--- src/rtl/sync_counter_pkg.sv ---
// Shared types and constants for the counter run controller and its datapath.
package sync_counter_pkg;

    localparam int WIDTH_DEFAULT = 4;

    localparam logic MODE_ONESHOT  = 1'b0;
    localparam logic MODE_PERIODIC = 1'b1;

    typedef enum logic [1:0] {
        IDLE  = 2'd0,
        RUN   = 2'd1,
        PAUSE = 2'd2,
        DONE  = 2'd3
    } state_t;

    function automatic logic is_active(state_t s);
        return (s == RUN) || (s == PAUSE);
    endfunction

endpackage

--- src/rtl/count_core.sv ---
// WIDTH-bit count register: async active-low clear, synchronous zero-load and increment.
module count_core #(
    parameter int WIDTH = 4
) (
    input  logic             clock,
    input  logic             clear,
    input  logic             load_zero,
    input  logic             inc,
    output logic [WIDTH-1:0] q
);

    always_ff @(posedge clock or negedge clear) begin
        if (!clear) begin
            q <= '0;
        end else if (load_zero) begin
            q <= '0;
        end else if (inc) begin
            q <= q + WIDTH'(1);
        end
    end

endmodule

--- src/rtl/sync_counter_ctrl.sv ---
// Run controller for the synchronous counter: start/pause/stop sequencing,
// programmable terminal value, one-shot or periodic mode, done/err pulses.
//
// state | meaning
// ------+--------------------------------------------------------------
// IDLE  | stopped, Q=0; terminal value writable
// RUN   | counting toward term; wraps (periodic) or finishes (one-shot)
// PAUSE | count frozen; start resumes, stop aborts to IDLE
// DONE  | one-shot finished, Q holds term until start or stop
module sync_counter_ctrl
    import sync_counter_pkg::*;
#(
    parameter int WIDTH = WIDTH_DEFAULT
) (
    input  logic             clock,
    input  logic             clear,
    input  logic             start,
    input  logic             stop,
    input  logic             mode,
    input  logic             cfg_we,
    input  logic [WIDTH-1:0] cfg_term,
    output logic [WIDTH-1:0] Q,
    output logic             c_enable,
    output logic             busy,
    output logic             done,
    output logic             err
);

    state_t           state;
    state_t           state_nxt;
    logic [WIDTH-1:0] term_q;
    logic [WIDTH-1:0] term_nxt;
    logic             mode_q;
    logic             mode_nxt;
    logic             load_zero;
    logic             inc;
    logic             done_nxt;
    logic             err_nxt;
    logic             term_hit;

    assign term_hit = (Q == term_q);

    count_core #(
        .WIDTH (WIDTH)
    ) u_count_core (
        .clock     (clock),
        .clear     (clear),
        .load_zero (load_zero),
        .inc       (inc),
        .q         (Q)
    );

    always_ff @(posedge clock or negedge clear) begin
        if (!clear) begin
            state    <= IDLE;
            term_q   <= '1;
            mode_q   <= MODE_ONESHOT;
            c_enable <= 1'b0;
            busy     <= 1'b0;
            done     <= 1'b0;
            err      <= 1'b0;
        end else begin
            state    <= state_nxt;
            term_q   <= term_nxt;
            mode_q   <= mode_nxt;
            c_enable <= (state_nxt == RUN);
            busy     <= is_active(state_nxt);
            done     <= done_nxt;
            err      <= err_nxt;
        end
    end

    always_comb begin
        state_nxt = state;
        term_nxt  = term_q;
        mode_nxt  = mode_q;
        load_zero = 1'b0;
        inc       = 1'b0;
        done_nxt  = 1'b0;
        err_nxt   = 1'b0;

        // The terminal value may only change while stopped, so Q never passes it.
        if (cfg_we) begin
            if (state == IDLE) begin
                term_nxt = cfg_term;
            end else begin
                err_nxt = 1'b1;
            end
        end

        // stop outranks start everywhere, and outranks the terminal event in RUN.
        unique case (state)
            IDLE: begin
                if (!stop && start) begin
                    if (term_q == '0) begin
                        err_nxt = 1'b1;
                    end else begin
                        state_nxt = RUN;
                        load_zero = 1'b1;
                        mode_nxt  = mode;
                    end
                end
            end
            RUN: begin
                if (stop) begin
                    state_nxt = PAUSE;
                end else if (term_hit) begin
                    done_nxt = 1'b1;
                    if (mode_q == MODE_PERIODIC) begin
                        load_zero = 1'b1;
                    end else begin
                        state_nxt = DONE;
                    end
                end else begin
                    inc = 1'b1;
                end
            end
            PAUSE: begin
                if (stop) begin
                    state_nxt = IDLE;
                    load_zero = 1'b1;
                end else if (start) begin
                    state_nxt = RUN;
                end
            end
            DONE: begin
                if (stop) begin
                    state_nxt = IDLE;
                    load_zero = 1'b1;
                end else if (start) begin
                    state_nxt = RUN;
                    load_zero = 1'b1;
                    mode_nxt  = mode;
                end
            end
            default: begin
                state_nxt = IDLE;
                load_zero = 1'b1;
            end
        endcase
    end

endmodule

--- config.mk ---
export PLATFORM = sky130hd
export DESIGN_NAME = sync_counter_ctrl
export DESIGN_NICKNAME = d
export VERILOG_FILES = /design/src/rtl/sync_counter_pkg.sv /design/src/rtl/count_core.sv /design/src/rtl/sync_counter_ctrl.sv
export SDC_FILE = /design/constraint.sdc
export NUM_CORES = 1
export LEC_CHECK = 0
export ABC_CLOCK_PERIOD_IN_PS = 2700
export CAP_MARGIN = 5
export CORE_UTILIZATION = 51
export CTS_CLUSTER_SIZE = 28
export DETAILED_ROUTE_END_ITERATION = 10
export DONT_BUFFER_PORTS = 1
export PLACE_DENSITY = 0.66
export SYNTH_ARGS = -nofsm -noshare
export SYNTH_HDL_FRONTEND = slang
export SYNTH_SLANG_ARGS = --single-unit
export TNS_END_PERCENT = 100
--- constraint.sdc ---
create_clock -name clock -period 2.7 [get_ports clock]
set_input_delay 0.27 -clock clock [delete_from_list [all_inputs] [get_ports clock]]
set_output_delay 0.27 -clock clock [all_outputs]
set_load 0.03 [all_outputs]
==> flow_summary.json, run 1 <==
{
  "run_status": "finished clean",
  "clock_transition_at_the_register_clock_pins_on_the_worst_setup_and_hold_paths_after_cts_ns": 0.09,
  "post_synth_most_frequent_cells": "11 x dfrtp_1, 5 x a21oi_1",
  "largest_vdd_supply_drop_uv": 438,
  "antenna_left": 0,
  "cts.root.buffer_cell": "clkbuf_4",
  "power.density_cell_area_mw_per_mm2": 693,
  "leakagePower_nw": 0.373,
  "clock-sinks": 15,
  "finalHoldViolations": 0,
  "post_route_cells_drive_above_1_share_pct": 28.0,
  "timing.slew.headroom_pct": 54.6,
  "detail_route.vias_per_cell": 6.38,
  "core_area_mm2": 0.00151,
  "series_of_cell_instances_along_the_critical_path": "xor2_1, nor4_1, a21o_2, a22oi_1, ha_1, inv_1",
  "post_detail_place_hpwl_mm": 1.07,
  "cts_tree": "yes",
  "synth_area_per_cell_um2": 11.6,
  "critical_path_required_ns": 2.89,
  "grt_setup_unrepaired": "false",
  "cp.arrival_ns": 2.17,
  "critical_path_class": "reg2reg",
  "groute.usage.overall_pct": 19.8,
  "min_period_over_period_pct": 73.3,
  "post-route-util_pct": 57.8,
  "die_y_um": 42.2,
  "num_vias": 581,
  "totalWireLength_mm": 1.48,
  "timing.max_cap.violations": 0,
  "post_synth_edffs": 0,
  "finalSetupTns_ns": 0,
  "n_fill_cell": 129,
  "grt_pass1_wl_mm": 2.57,
  "maxSlewViolCount": 0,
  "area.growth.synth_to_final_pct": 5.45,
  "cell_accounting_for_the_most_synthesized_area": "dfrtp_1",
  "design.die.area_mm2": 0.00178,
  "post-route-min-period_ns": 1.98,
  "worstHoldPathType": "in2reg",
  "floorplan.die.width_um": 42.2,
  "floorplan.initialDensity_pct": 54.8,
  "syn_nets": 83,
  "std_cell_rows": 14,
  "cp_num_buf_inv": 1,
  "pin_count_of_the_biggest_net_entering_global_routing": 16,
  "grt_pass1_vias": 570,
  "routabilityCongestion": 0.727,
  "synthMostInstantiatedCell": "dfrtp_1",
  "timing.critical_path.slowest_cell_delay_ns": 0.61,
  "layout.nets": 88,
  "clk_latency_ns": 0.28,
  "number_of_search_and_repair_iterations_in_the_first_detailed_routing_pass": 4,
  "slowest_cell_on_the_critical_path": "dfrtp_1",
  "timing_worst_slew_pin_value_ns": 0.679,
  "total_congestion_overflow_after_global_routing": 0,
  "postSynthCellCount": 71,
  "routedWlPerCell_um": 16.2,
  "critical_path.max_fanout": 5,
  "postSynth.topFlopCell": "dfrtp_1",
  "synth-seq-area-share_pct": 46.1,
  "post-route-drc-count": 0,
  "synth-seq-cells": 15,
  "buffer_ports.inserted": 0,
  "pin_count": 18,
  "r2r_slack_ns": 0.72,
  "cp_endpoint_kind": "flip-flop",
  "syn_area_um2": 826,
  "timing.fmax_ghz": 0.505,
  "synth.top_cells.by_area": "dfrtp_1 33%, dfstp_2 13%, mux2_2 5.5%, xor2_1 4.2%, o41ai_4 3.3%",
  "critPathLaunchType": "flip-flop",
  "async_flop_share_pct": 100,
  "h_tree_levels": 1,
  "ys_warn_count": 0,
  "antenna-diode-count": 0,
  "finalSetupViolCount": 0,
  "initialDrtViolationCount": 18,
  "synth.lib_cells_used.distinct": 33,
  "numCtsBuffers": 3,
  "max_root_sink_buffers": 2,
  "critical_path.top_delay_family": "flip-flops",
  "antenna_found_initial": 0,
  "finClkSkew_ns": 0.000469,
  "post-synth-top-area-fraction_pct": 33.3,
  "postCtsSetupBuffers": 0
}
[layer usage]
| layer | part of all wire [%] | vias to the layer above | track usage (%) |
|---|---|---|---|
| met5 | 0 | - | 0 |
| met1 | 45 | 284 | 27.0 |
| met4 | 3.3 | 0 | 15.0 |
| met2 | 44 | 26 | 27.7 |
| met3 | 6.8 | 5 | 3.45 |
| li1 | - | 266 | - |
[metrics by stage]
| step | power (W) | setup WS, ns | hold WS [ns] | instance area [um2] | std cells |
|---|---|---|---|---|---|
| after CTS | 0.000609 | 0.733 | 0.0331 | 871 | 91 |
| after global placement | 0.000466 | 0.748 | -0.0253 | 835 | 86 |
| after detailed placement | 0.000472 | 0.749 | -0.0253 | 835 | 86 |
| after floorplan | 0.000446 | 0.902 | -0.0256 | 826 | 71 |
| after global routing | 0.000638 | 0.489 | 0.0334 | 871 | 91 |
| final | 0.000603 | 0.722 | 0.0425 | 871 | 91 |
[power by group]
group / total [W] / switching, W / internal [W]
clock: 0.000130 / 0.0000722 / 0.0000574
combinational: 0.000136 / 0.0000745 / 0.0000611
sequential: 0.000338 / 0.0000685 / 0.000269
[layout by cell type (no fill, tap or decap), types with 2 or more instances in the layout]
| master | Yosys | layout |
|---|---|---|
| xor2_1 | 4 | 4 |
| mux2_2 | 4 | 4 |
| nor2_1 | 4 | 4 |
| o21ai_1 | 3 | 3 |
| nor4_1 | 2 | 2 |
| a21oi_1 | 5 | 5 |
| nor2b_1 | 2 | 2 |
| or3_1 | 2 | 2 |
| nand2b_1 | 2 | 2 |
| dfstp_2 | 4 | 4 |
| a22oi_2 | 2 | 2 |
| ha_1 | 2 | 2 |
| o21ai_0 | 3 | 3 |
| clkbuf_4 | 0 | 3 |
| dfrtp_1 | 11 | 11 |
| inv_1 | 3 | 3 |
[cell families after synthesis]
kind of cell | synth area share (%)
simple gates | 15.9
compound gates | 18.5
flops | 46.1
xor+xnor | 6.21
buf+inv | 3.64
mux | 6.67
fa+ha+maj | 3.03
[state kept, by name, indices dropped and copies added (netlist names)]
name	flops
busy	1
c_enable	1
done	1
err	1
mode_q	1
state	2
term_q	4
u_count_core.q	4
[worst register-to-register path, delay by kind of cell, from the launching register on]
family	cells	cell delay [ns]
AOI/OAI and AO/OA	2	0.29
xor gates and xnor gates	1	0.22
adders and majority gates	1	0.29
buffers and inverters	1	0.03
DFF	1	0.61
and+or+nand+nor	1	0.45
[worst paths after layout]
check / cells after the start / endpoint / start
max: 6 / busy$_DFF_PN0_ / u_count_core.q[1]$_DFFE_PN0P_
min: 1 / state[0]$_DFF_PN0_ / stop
max reg2reg: 6 / busy$_DFF_PN0_ / u_count_core.q[1]$_DFFE_PN0P_
min reg2reg: 1 / term_q[2]$_DFFE_PN1P_ / term_q[2]$_DFFE_PN1P_
max in group asynchronous: 1 / u_count_core.q[0]$_DFFE_PN0P_ / clear
min in group asynchronous: 1 / done$_DFF_PN0_ / clear
[what timing repair did]
item                                    in CTS  in global routing
resized for setup                            0                  0
endpoints found under the setup margin       0                  0
endpoints found under the hold margin       15                  0
hold buffers                                 1                  0
[final cells by class]
type	instances	area (um2)	share of cell area [%]
inverter	3	11.3	1.29
tap	16	20.0	2.30
multi-input combinational	51	415	47.7
sequential	15	380	43.7
clock buffer	4	26.3	3.02
timing repair buffer	2	17.5	2.01
Note: power is estimated with default switching activity, not from simulation.
==> run 2: changes to the inputs <==
- ABC_CLOCK_PERIOD_IN_PS: 2700 -> 1700
- PLACE_DENSITY: 0.66 -> 0.69
- clock period: 2.7 -> 1.7 ns (I/O delays scaled with it)
==> run 2 against run 1 <==
Non-clock buffer count up 11. Register-to-register slack got worse by 0.69 ns. Clock-buffer cell count unchanged. Critical path type unchanged. Via count is 4.3% higher. Sequential power grew 56%. Critical path depth did not move. Power increased by 83%. First-iteration DRC count fell by 72%. Final cell count up 12%. Critical endpoint unchanged. Sequential share of layout area down 7.6 points. Setup slack lost 0.69 ns.
==> flow_summary.json, run 2 (synthesized netlist as in run 1, its figures left out) <==
{
  "h_tree_levels": 1,
  "critPathLaunchType": "flip-flop",
  "clk_latency_ns": 0.28,
  "min_period_over_period_pct": 97.9,
  "finClkSkew_ns": 0.000799,
  "grt_pass1_vias": 605,
  "p_switching_w": 0.000405,
  "detail_route.vias_per_cell": 5.94,
  "total_congestion_overflow_after_global_routing": 0,
  "p_int_w": 0.000697,
  "antenna-diode-count": 0,
  "critical_path_class": "reg2reg",
  "pin_count": 18,
  "max_root_sink_buffers": 2,
  "initialDrtViolationCount": 5,
  "netSwitchingFraction_pct": 36.7,
  "grt_pass1_wl_mm": 2.67,
  "core_area_mm2": 0.00151,
  "number_of_search_and_repair_iterations_in_the_first_detailed_routing_pass": 3,
  "series_of_cell_instances_along_the_critical_path": "xor2_4, nor4_4, a21o_2, a22oi_2, ha_1, inv_1",
  "critical_path.max_fanout": 3,
  "totalWireLength_mm": 1.66,
  "antenna_found_initial": 0,
  "r2r_slack_ns": 0.04,
  "design.die.area_mm2": 0.00178,
  "routedWlPerCell_um": 16.3,
  "area.growth.synth_to_final_pct": 28.6,
  "groute.usage.overall_pct": 20.7,
  "num_vias": 606,
  "floorplan.die.width_um": 42.2,
  "clock_transition_at_the_register_clock_pins_on_the_worst_setup_and_hold_paths_after_cts_ns": 0.09,
  "critical_path_required_ns": 1.89,
  "sequential_cell_fraction_of_total_power_pct": 47.7,
  "post_route_cells_drive_above_1_share_pct": 50.0,
  "worstHoldPathType": "in2reg",
  "finalSetupViolCount": 0,
  "routabilityCongestion": 0.732,
  "numCtsBuffers": 3,
  "n_fill_cell": 111,
  "comb_power_share_pct": 33.7,
  "cp_endpoint_kind": "flip-flop",
  "place_area_um2": 926,
  "cts_tree": "yes",
  "leakagePower_nw": 0.441,
  "post-route-util_pct": 70.5,
  "layout.nets": 99,
  "largestRegisters": "term_q: 4 flops, u_count_core.q: 4 flops, state: 2 flops",
  "run_status": "finished clean",
  "buffer_ports.inserted": 0,
  "antenna_left": 0,
  "slowest_cell_on_the_critical_path": "dfstp_2",
  "pin_count_of_the_biggest_net_entering_global_routing": 16,
  "largest_vdd_supply_drop_uv": 815,
  "finalSetupTns_ns": 0,
  "cts.root.buffer_cell": "clkbuf_4",
  "cp.arrival_ns": 1.85,
  "timing_worst_slew_pin_value_ns": 0.687,
  "timing.slew.headroom_pct": 54.1,
  "power.density_cell_area_mw_per_mm2": 1040,
  "mostFrequentLayoutCell": "buf_4",
  "post-route-min-period_ns": 1.66,
  "finalInstanceArea_mm2": 0.00106,
  "grt_setup_unrepaired": "true",
  "post-route-drc-count": 0,
  "clock-sinks": 15,
  "maxSlewViolCount": 0,
  "timing.critical_path.slowest_cell_delay_ns": 0.61,
  "timing.fmax_ghz": 0.601,
  "finalHoldViolations": 0,
  "floorplan.initialDensity_pct": 54.8,
  "mostFrequentLayoutCells": "10 x buf_4, 9 x dfrtp_1",
  "std_cell_rows": 14,
  "post_detail_place_hpwl_mm": 1.17,
  "timing.max_cap.violations": 0,
  "fraction_of_power_consumed_by_the_clock_network_pct": 18.5,
  "die_y_um": 42.2
}
[run 2: changes by cell type in the layout (fill, tap and decap cells not counted), moves of 2 or more]
cell and change:
dfrtp_1 -2, xor2_4 +3, dfrtp_2 +2, buf_4 +9
nor4_1 -2, xor2_1 -3
[run 2: power by group through the flow]
stage | clock network, W | logic (W) | registers [W]
6_report | 0.000204 | 0.000372 | 0.000526
5_1_grt | 0.000228 | 0.000395 | 0.000534
4_1_cts | 0.000211 | 0.000327 | 0.000505
3_5_place_dp | 0 | 0.000310 | 0.000507
3_3_place_gp | 0 | 0.000301 | 0.000503
2_1_floorplan | 0 | 0.000196 | 0.000521
[run 2: area by class of cell]
class	instances	area, um2	area share (%)
Clock buffer	4	26.3	2.47
Tap cell	16	20.0	1.88
Multi-Input combinational cell	51	515	48.5
Sequential cell	15	383	36.0
Inverter	3	11.3	1.06
Timing Repair Buffer	13	106	10.0
[run 2: final timing paths]
kind                                        from                             to  depth (start not counted)
max                        term_q[2]$_DFFE_PN1P_                 busy$_DFF_PN0_                          6
min                                  cfg_term[3]          term_q[3]$_DFFE_PN1P_                          1
max reg2reg                term_q[2]$_DFFE_PN1P_                 busy$_DFF_PN0_                          6
min reg2reg                   state[1]$_DFF_PN0_             mode_q$_DFFE_PN0P_                          2
max in group asynchronous                  clear  u_count_core.q[0]$_DFFE_PN0P_                          1
min in group asynchronous                  clear  u_count_core.q[2]$_DFFE_PN0P_                          1
[run 2: critical path, delay by kind of cell, from the launching register on]
| kind | cells | cell delay, ns |
|---|---|---|
| xor gates and xnor gates | 1 | 0.10 |
| DFF | 1 | 0.61 |
| adders and majority gates | 1 | 0.28 |
| AOI/OAI and AO/OA | 2 | 0.26 |
| buffers and inverters | 1 | 0.03 |
| and+or+nand+nor | 1 | 0.29 |
[run 2: routing by layer]
layer	routed length [um]	global-route usage [%]
met5	0	0
met4	42	13.1
met3	78	5.17
met2	794	29.2
met1	746	28.3
[run 2: through the flow]
| stage | setup slack, ns | cells | hold slack [ns] | power (W) |
|---|---|---|---|---|
| 3_3_place_gp | -0.00741 | 97 | -0.125 | 0.000804 |
| 3_5_place_dp | -0.0406 | 97 | -0.125 | 0.000817 |
| 5_1_grt | -0.0482 | 102 | 0.0155 | 0.00116 |
| 6_report | 0.0355 | 102 | 0.0318 | 0.00110 |
| 2_1_floorplan | 0.0236 | 71 | -0.126 | 0.000718 |
| 4_1_cts | -0.0319 | 103 | 0.0254 | 0.00104 |
[run 2: repair_timing]
item | in CTS | in global routing
pin swaps | 0 | 7
endpoints found under the hold margin | 16 | 0
setup buffers | 0 | 1
hold buffers | 2 | 0
setup endpoints to repair | 2 | 6
gates resized for setup | 2 | 12
